<file path="src/rtl/piso_tx.sv">
// piso_tx: parallel-in serial-out transmitter with a valid/ready load port.
// A word offered in the last-bit cycle follows with no idle gap.
module piso_tx #(
    parameter int WIDTH      = 8,
    parameter int MSB_FIRST  = 1,
    parameter bit IDLE_LEVEL = 1'b0
) (
    input  logic             clk,
    input  logic             reset,
    input  logic [WIDTH-1:0] par_in,
    input  logic             load_valid,
    output logic             load_ready,
    output logic             serial_out,
    output logic             serial_valid,
    output logic             word_done,
    output logic             busy
);

    localparam int CW = $clog2(WIDTH);
    localparam logic [CW-1:0] LAST = CW'(WIDTH - 1);

    typedef enum logic {
        S_IDLE,
        S_SHIFT
    } state_t;

    state_t           r_state;
    logic [CW-1:0]    r_cnt;
    logic [WIDTH-1:0] r_shreg;
    logic             r_sout;
    logic             r_svalid;
    logic             r_done;

    logic             w_last;
    logic             w_take;
    logic [WIDTH-1:0] w_next;

    function automatic logic head(input logic [WIDTH-1:0] v);
        return (MSB_FIRST != 0) ? v[WIDTH-1] : v[0];
    endfunction

    // r_cnt is the index of the bit currently on serial_out
    assign w_last = (r_state == S_SHIFT) && (r_cnt == LAST);
    assign load_ready = !reset && ((r_state == S_IDLE) || w_last);
    assign w_take = load_valid && load_ready;

    assign w_next = (MSB_FIRST != 0) ?
                    {r_shreg[WIDTH-2:0], 1'b0} :
                    {1'b0, r_shreg[WIDTH-1:1]};

    always_ff @(posedge clk) begin
        if (reset) begin
            r_state  <= S_IDLE;
            r_cnt    <= '0;
            r_shreg  <= '0;
            r_sout   <= IDLE_LEVEL;
            r_svalid <= 1'b0;
            r_done   <= 1'b0;
        end else begin
            r_done <= w_last;
            if (w_take) begin
                r_state  <= S_SHIFT;
                r_cnt    <= '0;
                r_shreg  <= par_in;
                r_sout   <= head(par_in);
                r_svalid <= 1'b1;
            end else if (w_last) begin
                r_state  <= S_IDLE;
                r_cnt    <= '0;
                r_sout   <= IDLE_LEVEL;
                r_svalid <= 1'b0;
            end else if (r_state == S_SHIFT) begin
                r_cnt   <= r_cnt + 1'b1;
                r_shreg <= w_next;
                r_sout  <= head(w_next);
            end
        end
    end

    assign serial_out   = r_sout;
    assign serial_valid = r_svalid;
    assign word_done    = r_done;
    assign busy         = (r_state == S_SHIFT);

endmodule

</file>
<file path="config.mk">
export PLATFORM = sky130hd
export DESIGN_NAME = piso_tx
export DESIGN_NICKNAME = d
export VERILOG_FILES = /design/src/rtl/piso_tx.sv
export SDC_FILE = /design/constraint.sdc
export NUM_CORES = 1
export LEC_CHECK = 0
export BUFFER_PORTS_ARGS = -buffer_cell sky130_fd_sc_hd__buf_2
export CAP_MARGIN = 15
export CORE_ASPECT_RATIO = 1.25
export CORE_MARGIN = 4
export CORE_UTILIZATION = 25
export CTS_BUF_LIST = sky130_fd_sc_hd__clkbuf_4 sky130_fd_sc_hd__clkbuf_8 sky130_fd_sc_hd__clkbuf_16
export DETAILED_ROUTE_END_ITERATION = 7
export PLACE_DENSITY = 0.42
export REMOVE_ABC_BUFFERS = 1
export SYNTH_ARGS = -nofsm -noshare
export SYNTH_HDL_FRONTEND = slang
export SYNTH_SLANG_ARGS = --single-unit
</file>
<file path="constraint.sdc">
create_clock -name clk -period 1.5 [get_ports clk]
set_input_delay 0.15 -clock clk [delete_from_list [all_inputs] [get_ports clk]]
set_output_delay 0.15 -clock clk [all_outputs]
set_load 0.02 [all_outputs]
</file>
==> results of run 1 <==
report_power, final:
| group | switching, mW | leakage [nW] | internal, mW |
|---|---|---|---|
| clock network | 0.117 | 0.0184 | 0.121 |
| registers | 0.0173 | 0.108 | 0.367 |
| logic | 0.0701 | 0.225 | 0.0632 |
| total | 0.204 | 0.352 | 0.551 |
final cells by class:
class                           count  area (um^2)
Clock buffer                        4         30.0
Fill cell                         285         1670
Inverter                            3         11.3
Multi-Input combinational cell     43          365
Sequential cell                    13          265
Tap cell                           33         41.3
Timing Repair Buffer               20          119
cell usage after synthesis (all sizes together):
library cell / count
and2b: 1
nand2: 3
nor3b: 1
a21oi: 1
ha: 2
o32a: 2
dfxtp: 13
a21o: 1
a211oi: 7
nor2: 14
inv: 3
nor3: 2
mux2i: 7
a32oi: 1
nand2b: 1
buf: 6
flip-flops by register name, indices dropped and copies added, names as in the netlist:
register / count
serial_valid: 1
r_shreg: 7
serial_out: 1
r_cnt: 3
word_done: 1
what timing repair did:
action                                 4_1_cts  5_1_grt
pin swaps                                    0        1
endpoints found under the hold margin        0        0
setup buffers                                3        0
cloned                                       0        0
setup endpoints to repair                    1        1
hold buffers                                 0        0
resized for setup                            7        3
per-stage QoR:
stage               setup WS (ns)  hold WS, ns  setup TNS [ns]  util, %  cell area [um^2]
CTS                       -0.0329        0.167         -0.0329     32.9               823
floorplan                   0.136        0.215               0        -               609
global placement            0.186        0.461               0     29.6               741
global route              -0.0698        0.190         -0.0698     33.3               832
detailed placement          0.180        0.463               0     29.6               741
finish                    -0.0226        0.168         -0.0226     33.3               832
worst max-delay path: cells and delay by family, from the launching register on:
| kind | cells | cell delay (ns) |
|---|---|---|
| buf+inv | 1 | 0.14 |
| flops | 1 | 0.35 |
| simple gates | 2 | 0.29 |
| fa+ha+maj | 2 | 0.32 |
worst paths after layout:
check | end | slack [ns] | cells past startpoint
setup / recovery | load_ready | -0.02 | 5
hold / removal | r_shreg[0]$_SDFFE_PP0P_ | 0.17 | 3
setup reg to reg | serial_out$_SDFFE_PP0P_ | 0.13 | 6
hold reg to reg | r_shreg[6]$_SDFFE_PP0P_ | 0.50 | 2
cell families after synthesis:
group | after synthesis | share of synthesized area, %
and+or+nand+nor | 22 | 17.3
buffers and inverters | 9 | 10.3
DFF | 13 | 39.0
adders and majority gates | 2 | 3.75
muxes | 7 | 10.5
AOI/OAI and AO/OA | 12 | 19.1
per-layer routing:
layer  wire length [um]  part of all wire (%)  vias up  GRT usage [%]
met5                  0                     0        -              0
met4                 40                   2.9        0           7.48
met3                 49                   3.5        4          0.907
met2                683                    49       12           14.4
met1                617                    44      235           11.4
li1                   -                     -      261              -
==> results.txt, run 1 <==
----------------------------------------------------
[Global route]
  Number of antenna violations at the first check in global routing ... 0
  Total global routing overflow ... 0
  Pin count of the biggest net entering global routing ... 15
  Number of global-route vias before repair ... 525
  GRT Overall Usage ... under 10%
  First-pass GRT wire length ... 2380 um

[Setup path]
  Sort of element at the end of the critical path ... primary output
  Most prevalent standard cell on the critical path ... sky130_fd_sc_hd__ha_4
  Cell chain of the critical path ... ha_4 > ha_4 > and2b_4 > nor2_2 > buf_6
  Data required time of the worst path ... 1.35 ns
  Slowest stage cell, crit path ... sky130_fd_sc_hd__dfxtp_2
  Highest net fanout along the worst path ... 2
  Setup crit start ... r_cnt[1]$_SDFFE_PP0P_
  Crit path DAT ... 1.37 ns
  Reg-to-reg critical path startpoint ... r_cnt[1]$_SDFFE_PP0P_
  Worst path max stage delay ... 0.35 ns
  Startpoint type of the worst setup path ... register
  Worst setup path category ... register to primary output

[Min path]
  Hold Crit Start ... par_in[0]
  Path type of the worst min-delay path ... primary input to register

[Yosys]
  Syn Area/Cell ... approximately 10 um^2
  Fraction of post-synthesis cell area in the top cell type by area ... 39.0%
  Yosys synthesis warning count ... 0
  Synthesized netlist cell count ... 65
  Area contributors post-synth ... sky130_fd_sc_hd__dfxtp_1, sky130_fd_sc_hd__mux2i_1, sky130_fd_sc_hd__a211oi_2, sky130_fd_sc_hd__nor2_1, sky130_fd_sc_hd__ha_1
  Number of distinct library cells after synthesis ... 21
  Post-Synthesis Cell Area ... 667 um^2
  Fraction of the yosys area taken by sequential cells ... 39.0%
  Dominant cell type by area after synthesis ... sky130_fd_sc_hd__dfxtp_1
  Flops & latches, synth ... 13

[Clock tree]
  Clock-pin slew reported for the worst setup and hold paths after clock tree synthesis ... 0.08 ns
  Root buffer cell ... sky130_fd_sc_hd__clkbuf_4
  Number of buffers added by the clock tree synthesis step ... 3
  Sinks on the clock net ... 13
  Clock latency on the worst-skew pair ... 0.28 ns
  Max Buffers Root-to-Sink ... 2
  # H-tree levels ... 1
  Clock tree from TritonCTS ... yes

[Placement]
  Detail Placement HPWL ... between 900 and 1000 um
  PortBufs ... 15
  Instance count after placement with tap cells included ... 109
  Last weighted congestion value of the routability-driven placer ... around 0.62

[Outcome]
  Violated checks ... setup timing
  Run status ... complete, but fails checks

[Final layout]
  Most used cells in the layout excluding fill and tap cells ... sky130_fd_sc_hd__buf_2, sky130_fd_sc_hd__dfxtp_1, sky130_fd_sc_hd__nor2_1
  Area delta synth->final ... 24.8%
  Most common library cell in the layout ignoring fill and taps ... sky130_fd_sc_hd__buf_2
  Share of final-layout standard cells stronger than drive strength 1 ... 50.6%
  Final #Nets ... between 90 and 100
  Number of standard cells in the final layout excluding fillers ... between 100 and 150
  Number of diodes ... 0

[Routing]
  Residual DRC ... 0
  Via density ... ~4.4
  1st-pass router iterations ... 2
  Total number of vias ... 512
  Number of nets with antenna violations after detailed routing ... 0
  Routed length per placed instance ... 12.0 um
  Starting DRC count in detailed routing ... 5
  Drt total wl ... approximately 1400 um

[Flow run]
  Max-capacitance violation count ... 0

[Die]
  I/O Pins ... 16
  Core Region ... 2500 um^2
  Vert. Die Dim ... 65.7 um
  Horizontal die dimension ... 54.2 um
  Die footprint ... 3560 um^2
  Total number of placement rows ... 20
  Initial cell density of the core ... 26.7%

[Timing]
  Worst Skew ... 0.00478 ns
  Final clock period utilization by the worst path ... 102%
  Number of endpoints with negative hold slack in the final report ... 0
  Final critical path time including I/O delays and setup ... 1.52 ns
  Number of slew-limit violations in the final report ... 0
  Final setup violation count ... 1
  Slew Limit Headroom ... 76.1%
  Peak Freq ... ~660 MHz
  Actual transition at the worst max-transition pin ... 0.359 ns
  RSZ-0062 raised after global routing ... true
  Worst Setup Slack, final ... -0.0226 ns

[Pwr]
  Pwr Total ... between 0.7 and 0.8 mW
  Power density cells ... around 910 nW/um^2
  Pleak ... 0.352 nW
  IR drop worst, VDD ... 0.000309 V

----------------------------------------------------
(Power assumes the default switching activity.)
==> inputs of run 2 (changes only) <==
--- a/config.mk
+++ b/config.mk
@@ -5,14 +5,14 @@
 export SDC_FILE = /design/constraint.sdc
 export NUM_CORES = 1
 export LEC_CHECK = 0
+export ABC_AREA = 1
 export BUFFER_PORTS_ARGS = -buffer_cell sky130_fd_sc_hd__buf_2
 export CAP_MARGIN = 15
-export CORE_ASPECT_RATIO = 1.25
 export CORE_MARGIN = 4
-export CORE_UTILIZATION = 25
+export CORE_UTILIZATION = 50
 export CTS_BUF_LIST = sky130_fd_sc_hd__clkbuf_4 sky130_fd_sc_hd__clkbuf_8 sky130_fd_sc_hd__clkbuf_16
 export DETAILED_ROUTE_END_ITERATION = 7
-export PLACE_DENSITY = 0.42
+export PLACE_DENSITY = 0.75
 export REMOVE_ABC_BUFFERS = 1
 export SYNTH_ARGS = -nofsm -noshare
 export SYNTH_HDL_FRONTEND = slang
==> run 2 against run 1 <==
The run now ends clean. Cell area grew 6.3%. Die area down 42%. Non-clock buffer count up 3. Routed wire length up 14%. Count of clock-buffer cells in the layout is the same. Synthesized cell count up 40%. Clock power about the same. Worst setup slack improved by 0.053 ns. Maximum frequency grew 3.6%. Via count rose by 29%. Power increased by 1.8%. Sequential cell count unchanged.
==> results.txt, run 2 <==
----------------------------------------------------
[Outcome]
  Run status ... complete, no violations

[Setup path]
  Slowest stage cell, crit path ... sky130_fd_sc_hd__dfxtp_2
  Sort of element at the end of the critical path ... primary output
  Worst path max stage delay ... 0.35 ns
  Worst flop-to-flop path endpoint ... r_shreg[1]$_SDFFE_PP0P_
  Cell chain of the critical path ... ha_4 > ha_4 > inv_4 > nand2_8 > inv_8 > nor2_8 > buf_6
  Worst r2r path cells ... 9
  Crit path DAT ... around 1.3 ns
  Internal reg-to-reg setup slack ... 0.12 ns
  Data required time of the worst path ... 1.35 ns
  Most prevalent standard cell on the critical path ... sky130_fd_sc_hd__ha_4
  Highest net fanout along the worst path ... 3
  Reg-to-reg critical path startpoint ... r_cnt[0]$_SDFFE_PP0P_
  Critical path capture point ... load_ready
  Startpoint type of the worst setup path ... register
  Setup crit start ... r_cnt[0]$_SDFFE_PP0P_
  Worst setup path category ... register to primary output

[Routing]
  1st-pass router iterations ... 4
  Residual DRC ... 0
  Number of nets with antenna violations after detailed routing ... 0
  Starting DRC count in detailed routing ... 23
  Total number of vias ... around 660
  Via density ... 5.11
  Drt total wl ... 1580 um
  Routed length per placed instance ... between 10 and 15 um

[Final layout]
  Most used cells in the layout excluding fill and tap cells ... sky130_fd_sc_hd__nor2_1, sky130_fd_sc_hd__nand2_1, sky130_fd_sc_hd__buf_2
  Register ranked first by flip-flop count ... r_shreg
  Number of standard cells in the final layout excluding fillers ... 129
  Most common library cell in the layout ignoring fill and taps ... sky130_fd_sc_hd__nor2_1
  Share of final-layout standard cells stronger than drive strength 1 ... 37.7%
  Number of filler cells placed in the layout ... 117
  Number of diodes ... 0
  Largest registers ranked by flip-flop count ... r_shreg (7), r_cnt (3)
  Area delta synth->final ... 26.5%
  Final #Nets ... 128
  Max FFs per register ... 7
  Final instance area ... ~900 um^2

[Yosys]
  Fraction of post-synthesis cell area in the top cell type by area ... a little under two fifths
  Synthesized netlist cell count ... 91
  Flops & latches, synth ... 13
  Async S/R FF share, synth ... 0%
  Number of distinct library cells after synthesis ... 19
  Most used standard cell by instance count after synthesis ... sky130_fd_sc_hd__nor2_1
  Number of flops mapped to enable cells by yosys ... 0
  Yosys synthesis warning count ... 0
  Fraction of the yosys area taken by sequential cells ... between 30% and 40%
  Dominant cell type by area after synthesis ... sky130_fd_sc_hd__dfxtp_1
  Post-synth top flop ... sky130_fd_sc_hd__dfxtp_1
  Post-Synthesis Cell Area ... 699 um^2
  Syn Area/Cell ... 7.69 um^2
  Most frequent cells after synthesis ... sky130_fd_sc_hd__nor2_1, sky130_fd_sc_hd__nand2_1, sky130_fd_sc_hd__dfxtp_1
  Area contributors post-synth ... sky130_fd_sc_hd__dfxtp_1, sky130_fd_sc_hd__nor2_1, sky130_fd_sc_hd__nand2_1, sky130_fd_sc_hd__nand4_1, sky130_fd_sc_hd__buf_6

[Clock tree]
  # H-tree levels ... 1
  Root buffer cell ... sky130_fd_sc_hd__clkbuf_4
  Clock latency on the worst-skew pair ... 0.28 ns
  Sinks on the clock net ... 13
  Number of buffers added by the clock tree synthesis step ... 3
  Max Buffers Root-to-Sink ... 2
  Clock tree from TritonCTS ... yes
  Clock-pin slew reported for the worst setup and hold paths after clock tree synthesis ... 0.08 ns
  Post-CTS Hold Fix Bufs ... 0

[Global route]
  Total global routing overflow ... 0
  Number of global-route vias before repair ... 580
  GRT Overall Usage ... 16.4%
  Number of antenna violations at the first check in global routing ... 0
  Pin count of the biggest net entering global routing ... 13
  First-pass GRT wire length ... 2440 um

[Pwr]
  Power density cells ... 870 nW/um^2
  Pleak ... 0.406 nW
  IR drop worst, VDD ... 0.000706 V

[Die]
  I/O Pins ... 16
  Horizontal die dimension ... 45.4 um
  Vert. Die Dim ... 45.4 um
  Die footprint ... 2060 um^2
  Initial cell density of the core ... 53.1%
  Total number of placement rows ... 13
  Core Region ... 1320 um^2

[Placement]
  Detail Placement HPWL ... 1010 um
  PortBufs ... 15
  Instance count after placement with tap cells included ... 117
  Post-placement cell area ... 752 um^2
  Last weighted congestion value of the routability-driven placer ... 0.786

[Timing]
  Worst Skew ... 0.00294 ns
  Actual transition at the worst max-transition pin ... 0.403 ns
  Final clock period utilization by the worst path ... 98.0%
  Setup_tns ... 0 ns
  Number of endpoints with negative hold slack in the final report ... 0
  Final setup violation count ... 0
  Number of slew-limit violations in the final report ... 0
  Final critical path time including I/O delays and setup ... 1.47 ns
  Slew Limit Headroom ... 73.1%
  Peak Freq ... a little under 700 MHz

[Min path]
  Path type of the worst min-delay path ... primary input to register

[Flow run]
  Max-capacitance violation count ... 0

----------------------------------------------------
-- run 2: cell type report --
class,count,area (um^2),area share (%)
multi-input combinational,62,370,41.9
sequential,13,263,29.7
timing repair buffer,23,145,16.4
inverter,12,57.6,6.51
clock buffer,4,30.0,3.39
tap,15,18.8,2.12
-- run 2: logic make-up (layout without fill, tap and decap cells) --
| kind of cell | after synthesis | in the layout | share of synthesized area [%] |
|---|---|---|---|
| AND/OR/NAND/NOR | 52 | 52 | 37.4 |
| XOR/XNOR | 1 | 1 | 1.25 |
| flip-flops | 13 | 13 | 37.2 |
| adder cells (fa/ha/maj) | 2 | 2 | 3.58 |
| buffers and inverters | 16 | 39 | 13.4 |
| AO/OA/AOI/OAI | 7 | 7 | 7.16 |
-- run 2: stage by stage --
step	utilization, %	setup WS [ns]	total power [mW]	hold WS (ns)
final	67.1	0.0304	0.769	0.124
after floorplan	-	0.192	0.460	0.212
after CTS	62.8	0.000366	0.750	0.121
after global placement	57.1	0.154	0.503	0.411
after detailed placement	57.1	0.117	0.506	0.413
after global routing	67.1	-0.00183	0.803	0.142
-- run 2: layer usage --
layer	up-vias	wire length, um	GRT usage [%]
met2	17	821	27.0
li1	331	-	-
met3	5	70	2.37
met4	0	27	7.02
met5	-	0	0
met1	306	664	20.9
-- run 2: worst min-delay path by stage --
stage | from | to | slack, ns | cells after the start
after floorplan | reset | r_shreg[0]$_SDFFE_PP0P_ | 0.21 | 1
after global placement | par_in[0] | r_shreg[0]$_SDFFE_PP0P_ | 0.41 | 3
after detailed placement | par_in[0] | r_shreg[0]$_SDFFE_PP0P_ | 0.41 | 3
after CTS | par_in[0] | r_shreg[0]$_SDFFE_PP0P_ | 0.12 | 3
after global routing | par_in[0] | r_shreg[0]$_SDFFE_PP0P_ | 0.14 | 3
final | par_in[0] | r_shreg[0]$_SDFFE_PP0P_ | 0.12 | 3
-- run 2: worst max-delay path: cells and delay by family (launching register included) --
family,cells,cell delay (ns)
flip-flops,1,0.35
buffers and inverters,3,0.28
AND/OR/NAND/NOR,2,0.09
adder cells (fa/ha/maj),2,0.32
-- run 2: timing repair --
action	in CTS	in global routing
setup endpoints to repair	1	9
pin swaps	0	1
gates resized for setup	6	5
setup buffers	4	4
-- run 2: power by group --
part	leakage, nW	internal [mW]	switching (mW)
clock network	0.0184	0.121	0.119
logic	0.281	0.0656	0.0876
registers	0.107	0.361	0.0143
total	0.406	0.548	0.221
